### config.mk
export PLATFORM = sky130hd
export DESIGN_NAME = pipe_ctrl_flat
export DESIGN_NICKNAME = d
export VERILOG_FILES = /design/src/rtl/pipe_ctrl_if.sv /design/src/rtl/pipe_ctrl.sv /design/src/flat_wrapper.sv
export SDC_FILE = /design/constraint.sdc
export NUM_CORES = 1
export LEC_CHECK = 0
export BUFFER_PORTS_ARGS = -buffer_cell sky130_fd_sc_hd__buf_2
export CORE_MARGIN = 2
export CORE_UTILIZATION = 48
export CTS_CLUSTER_DIAMETER = 30
export DETAILED_ROUTE_END_ITERATION = 7
export PLACE_DENSITY = 0.79
export SYNTH_ARGS = -nofsm -noshare
export SYNTH_HDL_FRONTEND = slang
export SYNTH_SLANG_ARGS = --single-unit
### constraint.sdc
create_clock -name clk -period 1.7 [get_ports clk]
set_input_delay 0.425 -clock clk [delete_from_list [all_inputs] [get_ports clk]]
set_output_delay 0.425 -clock clk [all_outputs]
set_load 0.01 [all_outputs]
### src/rtl/pipe_ctrl_if.sv
// Pipeline control bundle: instruction entry tag, hazard-unit stall/flush
// requests, and the enables, stage-valid flags, release port and counters
// returned by the pipeline controller.
interface pipe_ctrl_if;
  logic        in_valid;
  logic        in_we;
  logic [4:0]  in_rd;

  logic        stall_F;
  logic        stall_D;
  logic        stall_E;
  logic        stall_M;
  logic        stall_WB;

  logic        flush_D;
  logic        flush_E;
  logic        flush_M;
  logic        flush_WB;

  logic        en_F;
  logic        en_D;
  logic        en_E;
  logic        en_M;
  logic        en_WB;

  logic        valid_D;
  logic        valid_E;
  logic        valid_M;
  logic        valid_WB;

  logic        rel_valid;
  logic [4:0]  rel_rd;
  logic [31:0] retired_cnt;
  logic [15:0] bubble_cnt;
  logic        pipe_empty;
  logic        err_stall;

  // Hazard unit / instruction source side
  modport master (
    output in_valid, in_we, in_rd,
    output stall_F, stall_D, stall_E, stall_M, stall_WB,
    output flush_D, flush_E, flush_M, flush_WB,
    input  en_F, en_D, en_E, en_M, en_WB,
    input  valid_D, valid_E, valid_M, valid_WB,
    input  rel_valid, rel_rd, retired_cnt, bubble_cnt, pipe_empty, err_stall
  );

  // Pipeline controller side
  modport slave (
    input  in_valid, in_we, in_rd,
    input  stall_F, stall_D, stall_E, stall_M, stall_WB,
    input  flush_D, flush_E, flush_M, flush_WB,
    output en_F, en_D, en_E, en_M, en_WB,
    output valid_D, valid_E, valid_M, valid_WB,
    output rel_valid, rel_rd, retired_cnt, bubble_cnt, pipe_empty, err_stall
  );
endinterface

### src/rtl/pipe_ctrl.sv
// Pipeline controller: tracks a {valid, we, rd} tag through the D, E, M and
// WB stages under hazard-unit stall/flush control, releases destination
// register reservations as instructions retire, counts retired instructions
// and drained bubbles, and flags non-contiguous stall requests.
module pipe_ctrl (
  input  logic        clk,
  input  logic        reset,
  pipe_ctrl_if.slave  bus
);

  typedef struct packed {
    logic       valid;
    logic       we;
    logic [4:0] rd;
  } tag_t;

  localparam tag_t BUBBLE = '0;

  tag_t        tag_f;
  tag_t        tag_d;
  tag_t        tag_e;
  tag_t        tag_m;
  tag_t        tag_wb;
  logic        retire;
  logic        violation;
  logic [31:0] retired_q;
  logic [15:0] bubble_q;
  logic        err_q;

  // Next value of one stage: a flush wins over a stall, a held stage keeps
  // its tag, and a stalled predecessor hands over a bubble instead of its tag.
  function automatic tag_t next_tag(input tag_t cur, input tag_t prev,
                                    input logic flush, input logic stall,
                                    input logic prev_stall);
    tag_t res;
    if (flush)
      res = BUBBLE;
    else if (stall)
      res = cur;
    else if (prev_stall)
      res = BUBBLE;
    else
      res = prev;
    return res;
  endfunction

  assign tag_f = {bus.in_valid, bus.in_we, bus.in_rd};

  // A stall is legal only when every earlier stage is stalled as well.
  assign violation =
      (bus.stall_D  & ~bus.stall_F) |
      (bus.stall_E  & ~(bus.stall_F & bus.stall_D)) |
      (bus.stall_M  & ~(bus.stall_F & bus.stall_D & bus.stall_E)) |
      (bus.stall_WB & ~(bus.stall_F & bus.stall_D & bus.stall_E & bus.stall_M));

  assign retire = tag_wb.valid & ~bus.stall_WB & ~bus.flush_WB;

  // Advance the stage tags; reset discards everything in flight.
  always_ff @(posedge clk or negedge reset) begin
    if (!reset) begin
      tag_d  <= BUBBLE;
      tag_e  <= BUBBLE;
      tag_m  <= BUBBLE;
      tag_wb <= BUBBLE;
    end else begin
      tag_d  <= next_tag(tag_d,  tag_f, bus.flush_D,  bus.stall_D,  bus.stall_F);
      tag_e  <= next_tag(tag_e,  tag_d, bus.flush_E,  bus.stall_E,  bus.stall_D);
      tag_m  <= next_tag(tag_m,  tag_e, bus.flush_M,  bus.stall_M,  bus.stall_E);
      tag_wb <= next_tag(tag_wb, tag_m, bus.flush_WB, bus.stall_WB, bus.stall_M);
    end
  end

  // Retired-instruction counter, wrapping naturally at 32 bits.
  always_ff @(posedge clk or negedge reset) begin
    if (!reset)
      retired_q <= '0;
    else if (retire)
      retired_q <= retired_q + 32'd1;
  end

  // Bubble counter: an empty, unstalled WB drains one bubble; saturates.
  always_ff @(posedge clk or negedge reset) begin
    if (!reset)
      bubble_q <= '0;
    else if (!tag_wb.valid && !bus.stall_WB && (bubble_q != 16'hFFFF))
      bubble_q <= bubble_q + 16'd1;
  end

  // Sticky stall-protocol error flag, cleared only by reset.
  always_ff @(posedge clk or negedge reset) begin
    if (!reset)
      err_q <= 1'b0;
    else if (violation)
      err_q <= 1'b1;
  end

  assign bus.en_F  = ~bus.stall_F;
  assign bus.en_D  = ~bus.stall_D;
  assign bus.en_E  = ~bus.stall_E;
  assign bus.en_M  = ~bus.stall_M;
  assign bus.en_WB = ~bus.stall_WB;

  assign bus.valid_D  = tag_d.valid;
  assign bus.valid_E  = tag_e.valid;
  assign bus.valid_M  = tag_m.valid;
  assign bus.valid_WB = tag_wb.valid;

  assign bus.rel_valid = retire & tag_wb.we & (tag_wb.rd != 5'd0);
  assign bus.rel_rd    = bus.rel_valid ? tag_wb.rd : 5'd0;

  assign bus.pipe_empty  = ~(tag_d.valid | tag_e.valid | tag_m.valid | tag_wb.valid);
  assign bus.retired_cnt = retired_q;
  assign bus.bubble_cnt  = bubble_q;
  assign bus.err_stall   = err_q;

endmodule

### src/flat_wrapper.sv
// flat-port wrapper written by rule: the top's interface ports become plain ports
module pipe_ctrl_flat 
  (clk, reset, bus_in_valid, bus_in_we, bus_in_rd, bus_stall_F, bus_stall_D, bus_stall_E, bus_stall_M, bus_stall_WB, bus_flush_D, bus_flush_E, bus_flush_M, bus_flush_WB, bus_en_F, bus_en_D, bus_en_E, bus_en_M, bus_en_WB, bus_valid_D, bus_valid_E, bus_valid_M, bus_valid_WB, bus_rel_valid, bus_rel_rd, bus_retired_cnt, bus_bubble_cnt, bus_pipe_empty, bus_err_stall);
  pipe_ctrl_if bus_i ();
  input  logic clk;
  input  logic reset;
  input wire logic [$bits(bus_i.in_valid)-1:0] bus_in_valid;
  input wire logic [$bits(bus_i.in_we)-1:0] bus_in_we;
  input wire logic [$bits(bus_i.in_rd)-1:0] bus_in_rd;
  input wire logic [$bits(bus_i.stall_F)-1:0] bus_stall_F;
  input wire logic [$bits(bus_i.stall_D)-1:0] bus_stall_D;
  input wire logic [$bits(bus_i.stall_E)-1:0] bus_stall_E;
  input wire logic [$bits(bus_i.stall_M)-1:0] bus_stall_M;
  input wire logic [$bits(bus_i.stall_WB)-1:0] bus_stall_WB;
  input wire logic [$bits(bus_i.flush_D)-1:0] bus_flush_D;
  input wire logic [$bits(bus_i.flush_E)-1:0] bus_flush_E;
  input wire logic [$bits(bus_i.flush_M)-1:0] bus_flush_M;
  input wire logic [$bits(bus_i.flush_WB)-1:0] bus_flush_WB;
  output wire logic [$bits(bus_i.en_F)-1:0] bus_en_F;
  output wire logic [$bits(bus_i.en_D)-1:0] bus_en_D;
  output wire logic [$bits(bus_i.en_E)-1:0] bus_en_E;
  output wire logic [$bits(bus_i.en_M)-1:0] bus_en_M;
  output wire logic [$bits(bus_i.en_WB)-1:0] bus_en_WB;
  output wire logic [$bits(bus_i.valid_D)-1:0] bus_valid_D;
  output wire logic [$bits(bus_i.valid_E)-1:0] bus_valid_E;
  output wire logic [$bits(bus_i.valid_M)-1:0] bus_valid_M;
  output wire logic [$bits(bus_i.valid_WB)-1:0] bus_valid_WB;
  output wire logic [$bits(bus_i.rel_valid)-1:0] bus_rel_valid;
  output wire logic [$bits(bus_i.rel_rd)-1:0] bus_rel_rd;
  output wire logic [$bits(bus_i.retired_cnt)-1:0] bus_retired_cnt;
  output wire logic [$bits(bus_i.bubble_cnt)-1:0] bus_bubble_cnt;
  output wire logic [$bits(bus_i.pipe_empty)-1:0] bus_pipe_empty;
  output wire logic [$bits(bus_i.err_stall)-1:0] bus_err_stall;
  assign bus_i.in_valid = bus_in_valid;
  assign bus_i.in_we = bus_in_we;
  assign bus_i.in_rd = bus_in_rd;
  assign bus_i.stall_F = bus_stall_F;
  assign bus_i.stall_D = bus_stall_D;
  assign bus_i.stall_E = bus_stall_E;
  assign bus_i.stall_M = bus_stall_M;
  assign bus_i.stall_WB = bus_stall_WB;
  assign bus_i.flush_D = bus_flush_D;
  assign bus_i.flush_E = bus_flush_E;
  assign bus_i.flush_M = bus_flush_M;
  assign bus_i.flush_WB = bus_flush_WB;
  assign bus_en_F = bus_i.en_F;
  assign bus_en_D = bus_i.en_D;
  assign bus_en_E = bus_i.en_E;
  assign bus_en_M = bus_i.en_M;
  assign bus_en_WB = bus_i.en_WB;
  assign bus_valid_D = bus_i.valid_D;
  assign bus_valid_E = bus_i.valid_E;
  assign bus_valid_M = bus_i.valid_M;
  assign bus_valid_WB = bus_i.valid_WB;
  assign bus_rel_valid = bus_i.rel_valid;
  assign bus_rel_rd = bus_i.rel_rd;
  assign bus_retired_cnt = bus_i.retired_cnt;
  assign bus_bubble_cnt = bus_i.bubble_cnt;
  assign bus_pipe_empty = bus_i.pipe_empty;
  assign bus_err_stall = bus_i.err_stall;
  pipe_ctrl u_core (.clk(clk), .reset(reset), .bus(bus_i));
endmodule
# Word level (Yosys, flattened, before mapping)
# Cells that the tools add are included.
[op_classes]
n_eq_ne = 5
mux = 13
bitwise = 27
add_sub_neg = 2
n_reduce_logical = 5
[ops]
columns = ["cell", "count"]
rows = [
  ["$mux W7", 12],
  ["$add A32 B1 Y32 const B", 1],
  ["$add A16 B1 Y16 const B", 1],
  ["$ne A16 B16 Y1 const B", 1],
  ["$and A1 B1 Y1", 11],
  ["$not A1 Y1", 10],
  ["$ne A2 B1 Y1 const B", 4],
  ["$or A1 B1 Y1", 6],
  ["$mux W5", 1],
  ["$reduce_bool A5 Y1", 1],
  ["$logic_and A1 B1 Y1", 2],
  ["$logic_not A1 Y1", 2],
]
[word_totals]
reg_bits = 77
input_bits = 18

# Depth between registers and ports, before layout
[depth]
depth_word = 6
ltp_mapped = 6

# Worst setup path before layout
# Ideal clock, no wire load.
[synth_timing]
path_type = "reg2reg"
start = "register u_core.bubble_q[0] (netlist: u_core.bus.bubble_cnt[0])"
end = "register u_core.bubble_q[14] (netlist: u_core.bus.bubble_cnt[14])"
setup_ps = 125
arrival_ps = 1810
setup_slack_ps = -235
path_buffers = 0
required_time_ps = 1575
path_stages_with_launch = 6
cell_sequence = "dfrtp_1 > ha_1 > nor4bb_1 > nand3_1 > nor3_1 > mux2_2"
[synth_between]
elab_chain_len = 2
word_cells_on_any_way = 3
classes_between = "add/sub: 1; eq/ne: 1; reduce/logical: 1"
[synth_rtl]
columns = ["item", "line_no", "text"]
rows = [
  ["from (decl)", "pipe_ctrl.sv:27", "logic [15:0] bubble_q;"],
  ["from (signal assigned)", "pipe_ctrl.sv:86", "bubble_q <= bubble_q + 16'd1;"],
  ["parallel branches: the longest is 2 deep, another holds $add A16 B1 Y16", "--", ""],
]
# Several ways; the timed one is not identified.
# A chain may end at the register's enable or synchronous reset.

# Final worst setup path
[layout_timing]
start = "register u_core.tag_wb, in the netlist u_core.bus.valid_WB"
end = "output port bus_rel_valid"
[layout_between]
elab_chain_len = 4
[layout_rtl]
columns = ["item", "line_no", "text"]
rows = [
  ["from (decl)", "pipe_ctrl.sv:23", "tag_t tag_wb;"],
  ["from (signal assigned)", "pipe_ctrl.sv:69", "tag_wb <= next_tag(tag_wb, tag_m, bus.flush_WB, bus.stall_WB, bus.stall_M);"],
  ["$and A1 B1 Y1 (2 in series)", "pipe_ctrl.sv:56", "assign retire = tag_wb.valid & ~bus.stall_WB & ~bus.flush_WB;"],
  ["$and A1 B1 Y1 (2 in series)", "pipe_ctrl.sv:108", "assign bus.rel_valid = retire & tag_wb.we & (tag_wb.rd != 5'd0);"],
  ["to (decl)", "flat_wrapper.sv:28", "output wire logic [$bits(bus_i.rel_valid)-1:0] bus_rel_valid;"],
]
# No other way between the ends.

==> metrics.cfg <==
[timing]
finClkSkew_ns=0.006445
fin_crit_sh=1.046
fmax_ghz=0.5623
fin_ws_ns=-0.07857
finalHoldViolCount=0
min_period_ns=1.779
setup_violations=6
drv_slew=0
max_slew_margin=0.6895
rsz0062_at_grt=true
worst_pin_slew_ns=0.4640

[yosys]
synthCells=339
synth.area.top_cells=dfrtp_1, xnor2_1, nor2_1
synth_top_cell_by_area=dfrtp_1
avgSynthCellArea_um2=10.44
synth.top_cell.area_share=0.5446
yosys.cell_types.count=39
yosysSeqAreaShare=0.5446
ys_warn_count=0
syn-num-nets=359
syn_area_um2=3538
synth.most_common_cell=dfrtp_1
async_flop_share=1.000
synth_common_cells=dfrtp_1, nor2_1, xnor2_1
synth_seq_cells=77
synth_edf_count=0
ys.flop_type=dfrtp_1

[grt]
grt_pass1_wl_mm=13.87
grt_pass1_vias=2887
grt_use_total=0.2109
grt_max_degree=78
antenna_found_initial=1
overflow=0

[setup_path]
cp_cell_sequence=nor3b_4, nand2_1, a21oi_1, buf_2
worstSetupPathType=flop to primary output
cp_max_fo=7
reg2reg_from=u_core.bus.bubble_cnt[10]
cpPeakStageDelay_ns=0.38
rr_endpoint=u_core.bus.bubble_cnt[14]
required_ns=1.27
end_kind=primary output
reg2reg_slack_ns=0.08
cp-start-kind=flop
rr_worst_depth=4
arrival_ns=1.35
cp_slowest_cell=dfrtp_2

[pwr]
vdd_ir_drop_max_mv=0.5666
p_total_uw=4398
power_density_nw_per_um2=941.5
leakagePower_uw=0.002384

[clock_tree]
numCtsBuffers=9
clockRootBuffer=clkbuf_8
clkLatencyLatePin_ns=0.35
h-tree-depth=3
cts_max_path_buffers=2
cts_tree=yes
cts_num_sinks=77
path_clk_slew_ns=0.08
cts_hold_buf=0

[detailed_routing]
firstDrtPassIters=4
postRouteAntennaNets=0
wirelength_mm=8.226
viasPerCell=5.402
wire_per_inst_um=14.56
via_count=3052
drc=0
drtIter0Drc=126

[cells_and_area]
multi_input_area_um2=1614
layout-drive-gt1-share=0.3369
n_antenna_cell=0
fillers=591
area_delta_synth_final_pct=32.00
final_nets=481
stdcell_area_um2=4671
final_cells=565
regArea_um2=1928

[floorplan]
placementRows=31
initial_core_util=0.4905
die_h_um=89.86
die_width_um=89.86
dieArea_um2=8075
io_pins=83
core_um2=7214

[placed_design]
placed_area_um2=4323
placedCellCount=544
gp_congestion=0.8133
place_hpwl_mm=5.795
dp_slack_ns=-0.1177
io_buffers=82

[min_path]
hp-class=input port to async pin

[job]
drv_cap=0

[status]
status=finished with violations
violations=setup timing

## report_power, final
group / switching (uW) / internal [uW]
Combinational: 315 / 297
Sequential: 99.7 / 1920
Clock: 664 / 1100
Total: 1080 / 3320
## worst max-delay path by stage
stage / startpoint / endpoint / slack [ns] / cells after the start
floorplan: u_core.bus.bubble_cnt[0] / u_core.bus.bubble_cnt[14] / -0.08 / 5
global placement: bus_stall_WB / u_core.bus.bubble_cnt[11] / -0.06 / 6
detailed placement: bus_stall_WB / u_core.bus.bubble_cnt[11] / -0.12 / 6
CTS: u_core.bus.valid_WB / bus_rel_valid / -0.12 / 4
global route: u_core.bus.valid_WB / bus_rel_valid / -0.20 / 4
finish: u_core.bus.valid_WB / bus_rel_valid / -0.08 / 4
## through the flow
stage | TNS (ns) | hold slack (ns) | util
after CTS | -0.5791 | 0.1144 | 0.6382
after global routing | -0.9493 | 0.1158 | 0.6474
final | -0.3665 | 0.09607 | 0.6474
after global placement | -0.2282 | 0.4560 | 0.5992
after detailed placement | -0.6941 | 0.4558 | 0.5992
after floorplan | -0.08060 | 0.1294 | -
## repair_timing
item                                    4_1_cts  5_1_grt
buffers inserted                              2        4
endpoints found under the setup margin        7       20
gates resized for setup                       4        7
pin swaps                                     6        7
## cell usage in the layout (no fill, tap or decap), types with 2 or more instances in the layout
| cell type | n |
|---|---|
| buf_2 | 82 |
| dfrtp_1 | 76 |
| nor2_1 | 48 |
| buf_4 | 37 |
| xnor2_1 | 25 |
| and3_1 | 24 |
| nand4_1 | 20 |
| nand3_1 | 19 |
| a22oi_1 | 16 |
| xor2_1 | 15 |
| a21oi_1 | 14 |
| nand2_1 | 12 |
| clkbuf_8 | 12 |
| inv_1 | 10 |
| nor3_1 | 6 |
| nor4_2 | 5 |
| mux2_2 | 4 |
| and4_1 | 3 |
| bufinv_16 | 3 |
| nor4_1 | 2 |
| or2_2 | 2 |
| nor3_2 | 2 |
| or3_1 | 2 |
| mux2i_1 | 2 |
## routing by layer
layer / vias up / wire, um / GRT usage / share of wire
met2: 101 / 3947 / 0.3434 / 0.48
met5: - / 13 / 0 / 0.0016
met3: 12 / 533 / 0.05951 / 0.065
li1: 1461 / - / - / -
met1: 1476 / 3626 / 0.2783 / 0.44
met4: 2 / 106 / 0.06026 / 0.013
## logic make-up (layout without fill, tap and decap cells)
family                   Yosys count  count (layout)  synth area share
multiplexers                       6               6           0.01839
flip-flops                        77              77            0.5446
buffers and inverters             19             146           0.02157
adder cells (fa/ha/maj)            2               2          0.007071
XOR/XNOR                          40              40           0.09901
AO/OA/AOI/OAI                     37              37           0.06790
AND/OR/NAND/NOR                  158             158            0.2415
## area by class of cell
class	count	area share
multi-input cells	243	0.3456
repair buffers	120	0.1516
clock inverters	3	0.01929
flip-flops and latches	77	0.4128
clock buffers	13	0.03616
well taps	99	0.02652
inverters	10	0.008036
## critical path: cells and delay by family, from the launching register on
kind,cells,cell delay [ns]
and+or+nand+nor,2,0.38
AOI/OAI and AO/OA,1,0.11
DFF,1,0.38
buffers and inverters,1,0.14
## flip-flops by register name, summed over array words and instances, names as in the netlist
signal and cells:
u_core.bus.retired_cnt 32, u_core.bus.err_stall 1, u_core.bus.valid_D 1, u_core.bus.valid_WB 1, u_core.bus.valid_E 1, u_core.tag_e 6, u_core.bus.bubble_cnt 16, u_core.tag_wb 6
u_core.bus.valid_M 1, u_core.tag_d 6, u_core.tag_m 6
Note: power is estimated with default switching activity, not from simulation.
